$ cat src/rtl/wb_pkg.sv
// wb_pkg: shared constants and payload layout for the MEM->WB stage
package wb_pkg;
  localparam int XLEN_DEF = 64;
  localparam int RD_W_DEF = 5;
  typedef struct packed {
    logic [XLEN_DEF-1:0] read_data;
    logic [XLEN_DEF-1:0] result;
    logic [RD_W_DEF-1:0] rd;
    logic                mem_to_reg;
    logic                reg_write;
  } wb_payload_t;
endpackage

$ cat src/rtl/skid_buffer.sv
// skid_buffer: valid/ready register stage, optional second slot so in_ready can be registered
module skid_buffer #(
  parameter int WIDTH = 8,
  parameter int SKID  = 1
) (
  input  logic             clock,
  input  logic             reset,
  input  logic             flush,
  input  logic             in_valid,
  output logic             in_ready,
  input  logic [WIDTH-1:0] in_data,
  output logic             out_valid,
  input  logic             out_ready,
  output logic [WIDTH-1:0] out_data
);
  logic             head_v;
  logic [WIDTH-1:0] head_d;
  logic             take;
  assign take      = in_valid & in_ready;
  assign out_valid = head_v;
  assign out_data  = head_d;
  generate
    if (SKID != 0) begin : g_skid
      logic             skid_v;
      logic [WIDTH-1:0] skid_d;
      assign in_ready = !skid_v;
      // skid only fills while the head is held, so it always holds the younger entry
      always_ff @(posedge clock or negedge reset)
        if (!reset) begin
          head_v <= 1'b0;
          skid_v <= 1'b0;
          head_d <= '0;
          skid_d <= '0;
        end else if (flush) begin
          head_v <= 1'b0;
          skid_v <= 1'b0;
        end else if (skid_v) begin
          if (out_ready) begin
            head_d <= skid_d;
            skid_v <= 1'b0;
          end
        end else if (take) begin
          if (!head_v || out_ready) begin
            head_d <= in_data;
            head_v <= 1'b1;
          end else begin
            skid_d <= in_data;
            skid_v <= 1'b1;
          end
        end else if (out_ready) begin
          head_v <= 1'b0;
        end
    end else begin : g_reg
      assign in_ready = !head_v | out_ready;
      always_ff @(posedge clock or negedge reset)
        if (!reset) begin
          head_v <= 1'b0;
          head_d <= '0;
        end else if (flush) begin
          head_v <= 1'b0;
        end else if (take) begin
          head_d <= in_data;
          head_v <= 1'b1;
        end else if (out_ready) begin
          head_v <= 1'b0;
        end
    end
  endgenerate
endmodule

$ cat src/rtl/wb_pipe_stage.sv
// wb_pipe_stage: MEM->WB handshake stage with write-back mux and forwarding tap
module wb_pipe_stage
  import wb_pkg::*;
#(
  parameter int XLEN = XLEN_DEF,
  parameter int RD_W = RD_W_DEF,
  parameter int SKID = 1
) (
  input  logic            clock,
  input  logic            reset,
  input  logic            flush,
  input  logic            in_valid,
  output logic            in_ready,
  input  logic [XLEN-1:0] in_read_data,
  input  logic [XLEN-1:0] in_result,
  input  logic [RD_W-1:0] in_rd,
  input  logic            in_mem_to_reg,
  input  logic            in_reg_write,
  output logic            out_valid,
  input  logic            out_ready,
  output logic [XLEN-1:0] out_read_data,
  output logic [XLEN-1:0] out_result,
  output logic [RD_W-1:0] out_rd,
  output logic            out_mem_to_reg,
  output logic            out_reg_write,
  output logic [XLEN-1:0] wb_data,
  output logic            wb_we,
  output logic            fwd_valid,
  output logic [RD_W-1:0] fwd_rd,
  output logic [XLEN-1:0] fwd_data
);
  localparam int W = 2 * XLEN + RD_W + 2;
  logic [W-1:0] in_pl, out_pl;
  assign in_pl = {in_read_data, in_result, in_rd, in_mem_to_reg, in_reg_write};
  assign {out_read_data, out_result, out_rd, out_mem_to_reg, out_reg_write} = out_pl;
  skid_buffer #(.WIDTH(W), .SKID(SKID)) u_buf (
    .clock    (clock),
    .reset    (reset),
    .flush    (flush),
    .in_valid (in_valid),
    .in_ready (in_ready),
    .in_data  (in_pl),
    .out_valid(out_valid),
    .out_ready(out_ready),
    .out_data (out_pl)
  );
  // x0 is hardwired zero, so it must never look like a producer to the hazard unit
  assign wb_data   = out_mem_to_reg ? out_read_data : out_result;
  assign fwd_valid = out_valid & out_reg_write & (out_rd != '0);
  assign wb_we     = fwd_valid & out_ready;
  assign fwd_rd    = out_rd;
  assign fwd_data  = wb_data;
endmodule

$ cat config.mk
export PLATFORM = sky130hd
export DESIGN_NAME = wb_pipe_stage
export DESIGN_NICKNAME = d
export VERILOG_FILES = /design/src/rtl/wb_pkg.sv /design/src/rtl/skid_buffer.sv /design/src/rtl/wb_pipe_stage.sv
export SDC_FILE = /design/constraint.sdc
export NUM_CORES = 1
export LEC_CHECK = 0
export CAP_MARGIN = 20
export CORE_ASPECT_RATIO = 2
export CORE_MARGIN = 10
export CORE_UTILIZATION = 47
export DETAILED_ROUTE_END_ITERATION = 8
export GPL_ROUTABILITY_DRIVEN = 0
export HOLD_SLACK_MARGIN = 0.1
export PLACE_DENSITY = 0.77
export SLEW_MARGIN = 20
export SYNTH_ARGS = -nofsm -noshare
export SYNTH_HDL_FRONTEND = slang
export SYNTH_HIERARCHICAL = 1
export SYNTH_SLANG_ARGS = --single-unit
$ cat constraint.sdc
create_clock -name clock -period 2.65 [get_ports clock]
set_input_delay 0.265 -clock clock [delete_from_list [all_inputs] [get_ports clock]]
set_output_delay 0.265 -clock clock [all_outputs]
set_load 0.1 [all_outputs]
==> results of run 1 <==
[logic make-up after synthesis]
family / after synthesis
flip-flops: 272
AO/OA/AOI/OAI: 6
AND/OR/NAND/NOR: 7
buffers and inverters: 121
multiplexers: 469
[layer usage]
layer / track usage (%) / vias up / routed length [um] / share of wire, %
li1: - / 3730 / - / -
met1: 21.47 / 4302 / 12500 / 34
met2: 38.72 / 229 / 21130 / 58
met3: 4.638 / 34 / 2419 / 6.6
met4: 5.596 / 0 / 661 / 1.8
met5: 0 / - / 0 / 0
[cell usage after synthesis]
cell | count | area (um2)
a211oi_2 | 1 | 12.51
buf_4 | 75 | 563.0
a21oi_1 | 1 | 5.000
buf_6 | 6 | 67.56
nor2_1 | 1 | 3.750
o311a_1 | 1 | 10.01
buf_1 | 2 | 7.510
mux2_2 | 465 | 5236
inv_1 | 2 | 7.510
clkbuf_1 | 13 | 48.80
nand2_1 | 2 | 7.510
buf_2 | 23 | 115.1
nor4_2 | 1 | 12.51
a211oi_1 | 1 | 7.510
o21ai_0 | 1 | 5.000
mux2_1 | 4 | 45.04
dfrtp_1 | 272 | 6807
o31a_2 | 1 | 10.01
and3_1 | 1 | 6.260
or3_1 | 1 | 6.260
or2_1 | 1 | 6.260
[cell type report]
type | count | area, um2 | share of cell area (%)
multi-input combinational | 482 | 5390 | 28.60
timing repair buffer | 429 | 5303 | 28.13
clock inverter | 11 | 188.9 | 1.002
tap | 352 | 440.4 | 2.337
inverter | 2 | 7.507 | 0.03983
antenna | 4 | 10.01 | 0.05310
sequential | 272 | 6814 | 36.15
clock buffer | 33 | 695.7 | 3.691
[final timing paths]
kind / end / slack, ns / depth (start not counted)
max reg2reg: u_buf/out_data[67] / 0.52 / 4
max in group asynchronous: u_buf/g_skid.skid_d[15] / 1.47 / 3
max: fwd_data[39] / 0.17 / 3
min reg2reg: u_buf/g_skid.skid_d[19] / 0.50 / 1
min: u_buf/out_data[117] / 0.30 / 2
min in group clock: u_buf/g_skid.skid_d[105] / 0.37 / 2
[worst max-delay path, stage by stage, from the launching register on]
cell and delay [ns]:
dfrtp_4 0.69, buf_4 0.36, mux2_2 0.45, buf_12 0.19
[state kept, by name, summed over array words and instances (netlist names)]
| register | count |
|---|---|
| u_buf/out_data | 135 |
| u_buf/out_valid | 1 |
| u_buf/g_skid.skid_v | 1 |
| u_buf/g_skid.skid_d | 135 |
[where the power goes]
part	switching (W)	internal, W	total (W)
clock network	0.00156	0.00234	0.00390
logic	0.00923	0.00411	0.0133
registers	0.000700	0.00510	0.00580
[metrics by stage]
stage / instances / area, um2 / setup slack, ns / hold slack, ns / util, %
floorplan: 875 / 12990 / 0.1021 / -0.03059 / -
CTS: 1581 / 18840 / 0.1227 / 0.3459 / 68.66
global route: 1585 / 18850 / 0.08604 / 0.3591 / 68.70
finish: 1585 / 18850 / 0.1701 / 0.3019 / 68.70
global placement: 1536 / 17940 / 0.4180 / 0.3047 / 65.40
detailed placement: 1536 / 17940 / 0.3792 / 0.3015 / 65.40
[timing repair]
action                    4_1_cts  5_1_grt
hold endpoints to repair       74        0
hold buffers                    1        0
buffers inserted                0        0
==> flow_summary.ini, run 1 <==
[power]
p_per_area_nw_per_um2 = 1222
finalPower_w = 0.02304
ir_drop_uv = 1190
power_leakage_nw = 8.095

[detailed_routing]
vias_per_cell = 5.233
drc_errors = 0
vias = 8295
antenna_left = 0
drtPass1Iterations = 4
routed_wl_um = 36710
post_drt_wl_per_cell_um = 23.16
drt-initial-drc-count = 349

[floorplanning]
placementRows = 86
die_y_um = 255.1
io_pins = 412
die_x_um = 137.6
start_util_pct = 47.34
die_area_um2 = 35090
coreArea_um2 = 27440

[synth]
synthSimpleGateAreaFrac_pct = 0.3275
syn_area_um2 = 12990
yosysSeqAreaShare_pct = 52.40
synth-adder-area-share_pct = 0
synth_compound_area_share_pct = 0.3853
syn-num-nets = 1015
synth-xor-area-share_pct = 0
ys_types = 21
muxShareOfSynthArea_pct = 40.66
synth_top_family_by_area = multiplexers
netlist_instances = 875
synth-seq-cells = 272
syn_avg_cell_area_um2 = 14.85
synth_warnings = 6

[cells_and_area]
finalNetCount = 1352
syn_to_final_growth_pct = 45.11
final_cell_mix = 465 x mux2_2, 270 x dfrtp_1, 151 x buf_4, 138 x clkdlybuf4s50_1, 138 x buf_12
drive_gt1_share_pct = 65.09
fillers = 1936
final_common_cell = mux2_2

[worst_setup_path]
required_ns = 2.38
critPathLaunchType = register
end_kind = output pin
critPathLaunch = u_buf/out_data[1]
worstPathMaxFanout = 21
crit_arrival_ns = 2.21
critical_path_class = reg2out
r2r-start = u_buf/g_skid.skid_v

[sta]
finalClockSkew_ns = 0.008078
fin_setup_tns_ns = 0
slew_headroom_pct = 43.67
clock.fmax_ghz = 0.4032
final.min_clock_period_ns = 2.480
period_share_pct = 93.58
maxSlewViolCount = 0
rsz0062_at_grt = false
finalSetupViolations = 0
finalHoldViolations = 0
worst_slew_pin_slew_ns = 0.8450

[global_routing]
track_usage_pct = 20.36
grt_max_degree = 136
grt.overflow.total = 0
grt_pass1_wl_um = 55520
grt_pass1_vias = 9298
antenna_found_initial = 4

[clocking]
root_buffer = clkbuf_16
cts_resized = 0
cts_sinks = 272
cts_buffers = 25
clk_path_buf_depth = 3
insertion_delay_ns = 0.52
clkTransAtPathRegs_ns = 0.06
htreeDepth = 1
tritoncts = built

[worst_hold_path]
hold_path_class = in2async

[placement]
hpwl_um = 27580
port_buffers = 411

[job]
drv_cap = 0

[status]
status = finished, final reports clean
No activity file was read; power rests on OpenSTA's default activity.
==> run 2: changes to the inputs <==
- CORE_MARGIN: 10 -> 3
- CORE_UTILIZATION: 47 -> 51
- PLACE_DENSITY: 0.77 -> 0.83
- clock period: 2.65 -> 3.1 ns (I/O delays scaled with it)
==> flow_summary.ini, run 2 (synthesis gave the netlist of run 1 again) <==
[cells_and_area]
instances_no_fill = 1562
final_common_cell = mux2_2
syn_to_final_growth_pct = 33.72
final_cell_mix = 465 x mux2_2, 270 x dfrtp_1, 246 x clkdlybuf4s50_1, 167 x buf_4, 25 x clkbuf_16
finalNetCount = 1347
drive_gt1_share_pct = 55.93
final_area_um2 = 17370

[sta]
fin_ws_ns = 0.4867
fin_setup_tns_ns = 0
rsz0062_at_grt = false
period_share_pct = 84.30
final.min_clock_period_ns = 2.613
slew_headroom_pct = 32.87
finalClockSkew_ns = 0.01419
worst_slew_pin_slew_ns = 1.004
finalSetupViolations = 0
maxSlewViolCount = 0
finalHoldViolations = 0
clock.fmax_ghz = 0.3827

[worst_hold_path]
hold_path_class = in2async

[worst_setup_path]
critical_path_class = reg2out
crit_chain = buf_12 -> mux2_2 -> buf_4
cp_num_buf_inv = 2
slowest_stage = dfrtp_4
path_delay_family = flip-flops
end_kind = output pin
cp_slowest_stage_delay_ns = 0.84
crit_arrival_ns = 2.30
required_ns = 2.79
critPathLaunchType = register
worstPathMaxFanout = 39

[global_routing]
grt_max_degree = 137
grt_pass1_vias = 8882
grt_pass1_wl_um = 49600
antenna_found_initial = 3
track_usage_pct = 22.54
grt.overflow.total = 0

[detailed_routing]
vias_per_cell = 5.243
post_drt_wl_per_cell_um = 20.44
antenna_left = 0
drc_errors = 0
vias = 8189
routed_wl_um = 31930
drt-initial-drc-count = 336
drtPass1Iterations = 4

[clocking]
insertion_delay_ns = 0.51
tritoncts = built
cts_sinks = 272
cts_resized = 0
clkTransAtPathRegs_ns = 0.06
cts_buffers = 24
htreeDepth = 1
clk_path_buf_depth = 3
cts_hold_buf = 1
root_buffer = clkbuf_16
cts_setup_buffers = 0

[floorplanning]
io_pins = 412
coreArea_um2 = 25030
placementRows = 82
die_y_um = 231.7
start_util_pct = 51.89
die_x_um = 118.9
die_area_um2 = 27540

[placement]
dpl.cell_count = 1516
post-place-ws_ns = 0.6846
placed_cell_area_um2 = 16560
port_buffers = 411
hpwl_um = 22760

[power]
power_leakage_nw = 7.362
ir_drop_uv = 1128
p_per_area_nw_per_um2 = 1024

[status]
status = finished, final reports clean

[job]
drv_cap = 0
run 2: where the power goes:
group	leakage, nW	internal [W]	switching (W)	total, W
sequential	3.27	0.00436	0.000604	0.00496
combinational	3.70	0.00233	0.00751	0.00984
clock	0.391	0.00172	0.00125	0.00298
total	7.36	0.00842	0.00937	0.0178
run 2: final cells by class:
cell class	instances	area (um2)
antenna	3	7.507
tap	336	420.4
fill	1873	7664
clock buffer	38	744.5
sequential	272	6814
timing repair buffer	425	3941
inverter	2	7.507
clock inverter	4	45.04
multi-input combinational	482	5390
run 2: metal layers:
layer / GRT usage (%) / wire length, um / vias up
met5: 0 / 0 / -
met4: 7.145 / 786 / 0
met3: 3.510 / 1408 / 32
met2: 41.96 / 17710 / 247
met1: 26.40 / 12030 / 4185
li1: - / - / 3725
run 2: final timing paths:
kind / start / end / slack, ns / depth (start not counted)
worst min register to register: u_buf/g_skid.skid_d[2] / u_buf/g_skid.skid_d[2] / 0.50 / 1
min in group clock: in_valid / u_buf/out_valid / 0.42 / 3
max in group asynchronous: reset / u_buf/out_data[80] / 1.73 / 3
worst max register to register: u_buf/g_skid.skid_v / u_buf/out_data[7] / 0.89 / 4
worst min-delay path: reset / u_buf/out_data[52] / 0.41 / 2
worst max-delay path: u_buf/out_data[1] / fwd_data[0] / 0.49 / 3
run 2: worst reg2reg max path: stages, from the launching register on:
cell and delay, ns:
dfrtp_4 0.52, or2_1 0.29, a211oi_4 0.36, buf_12 0.39, mux2_2 0.53
run 2: through the flow:
stage	hold slack [ns]	total power (W)	util, %
global placement	0.4024	0.01477	66.16
CTS	0.3882	0.01793	69.36
detailed placement	0.4115	0.01491	66.16
finish	0.4081	0.01778	69.39
floorplan	0.01441	0.01303	-
global route	0.4165	0.01834	69.39
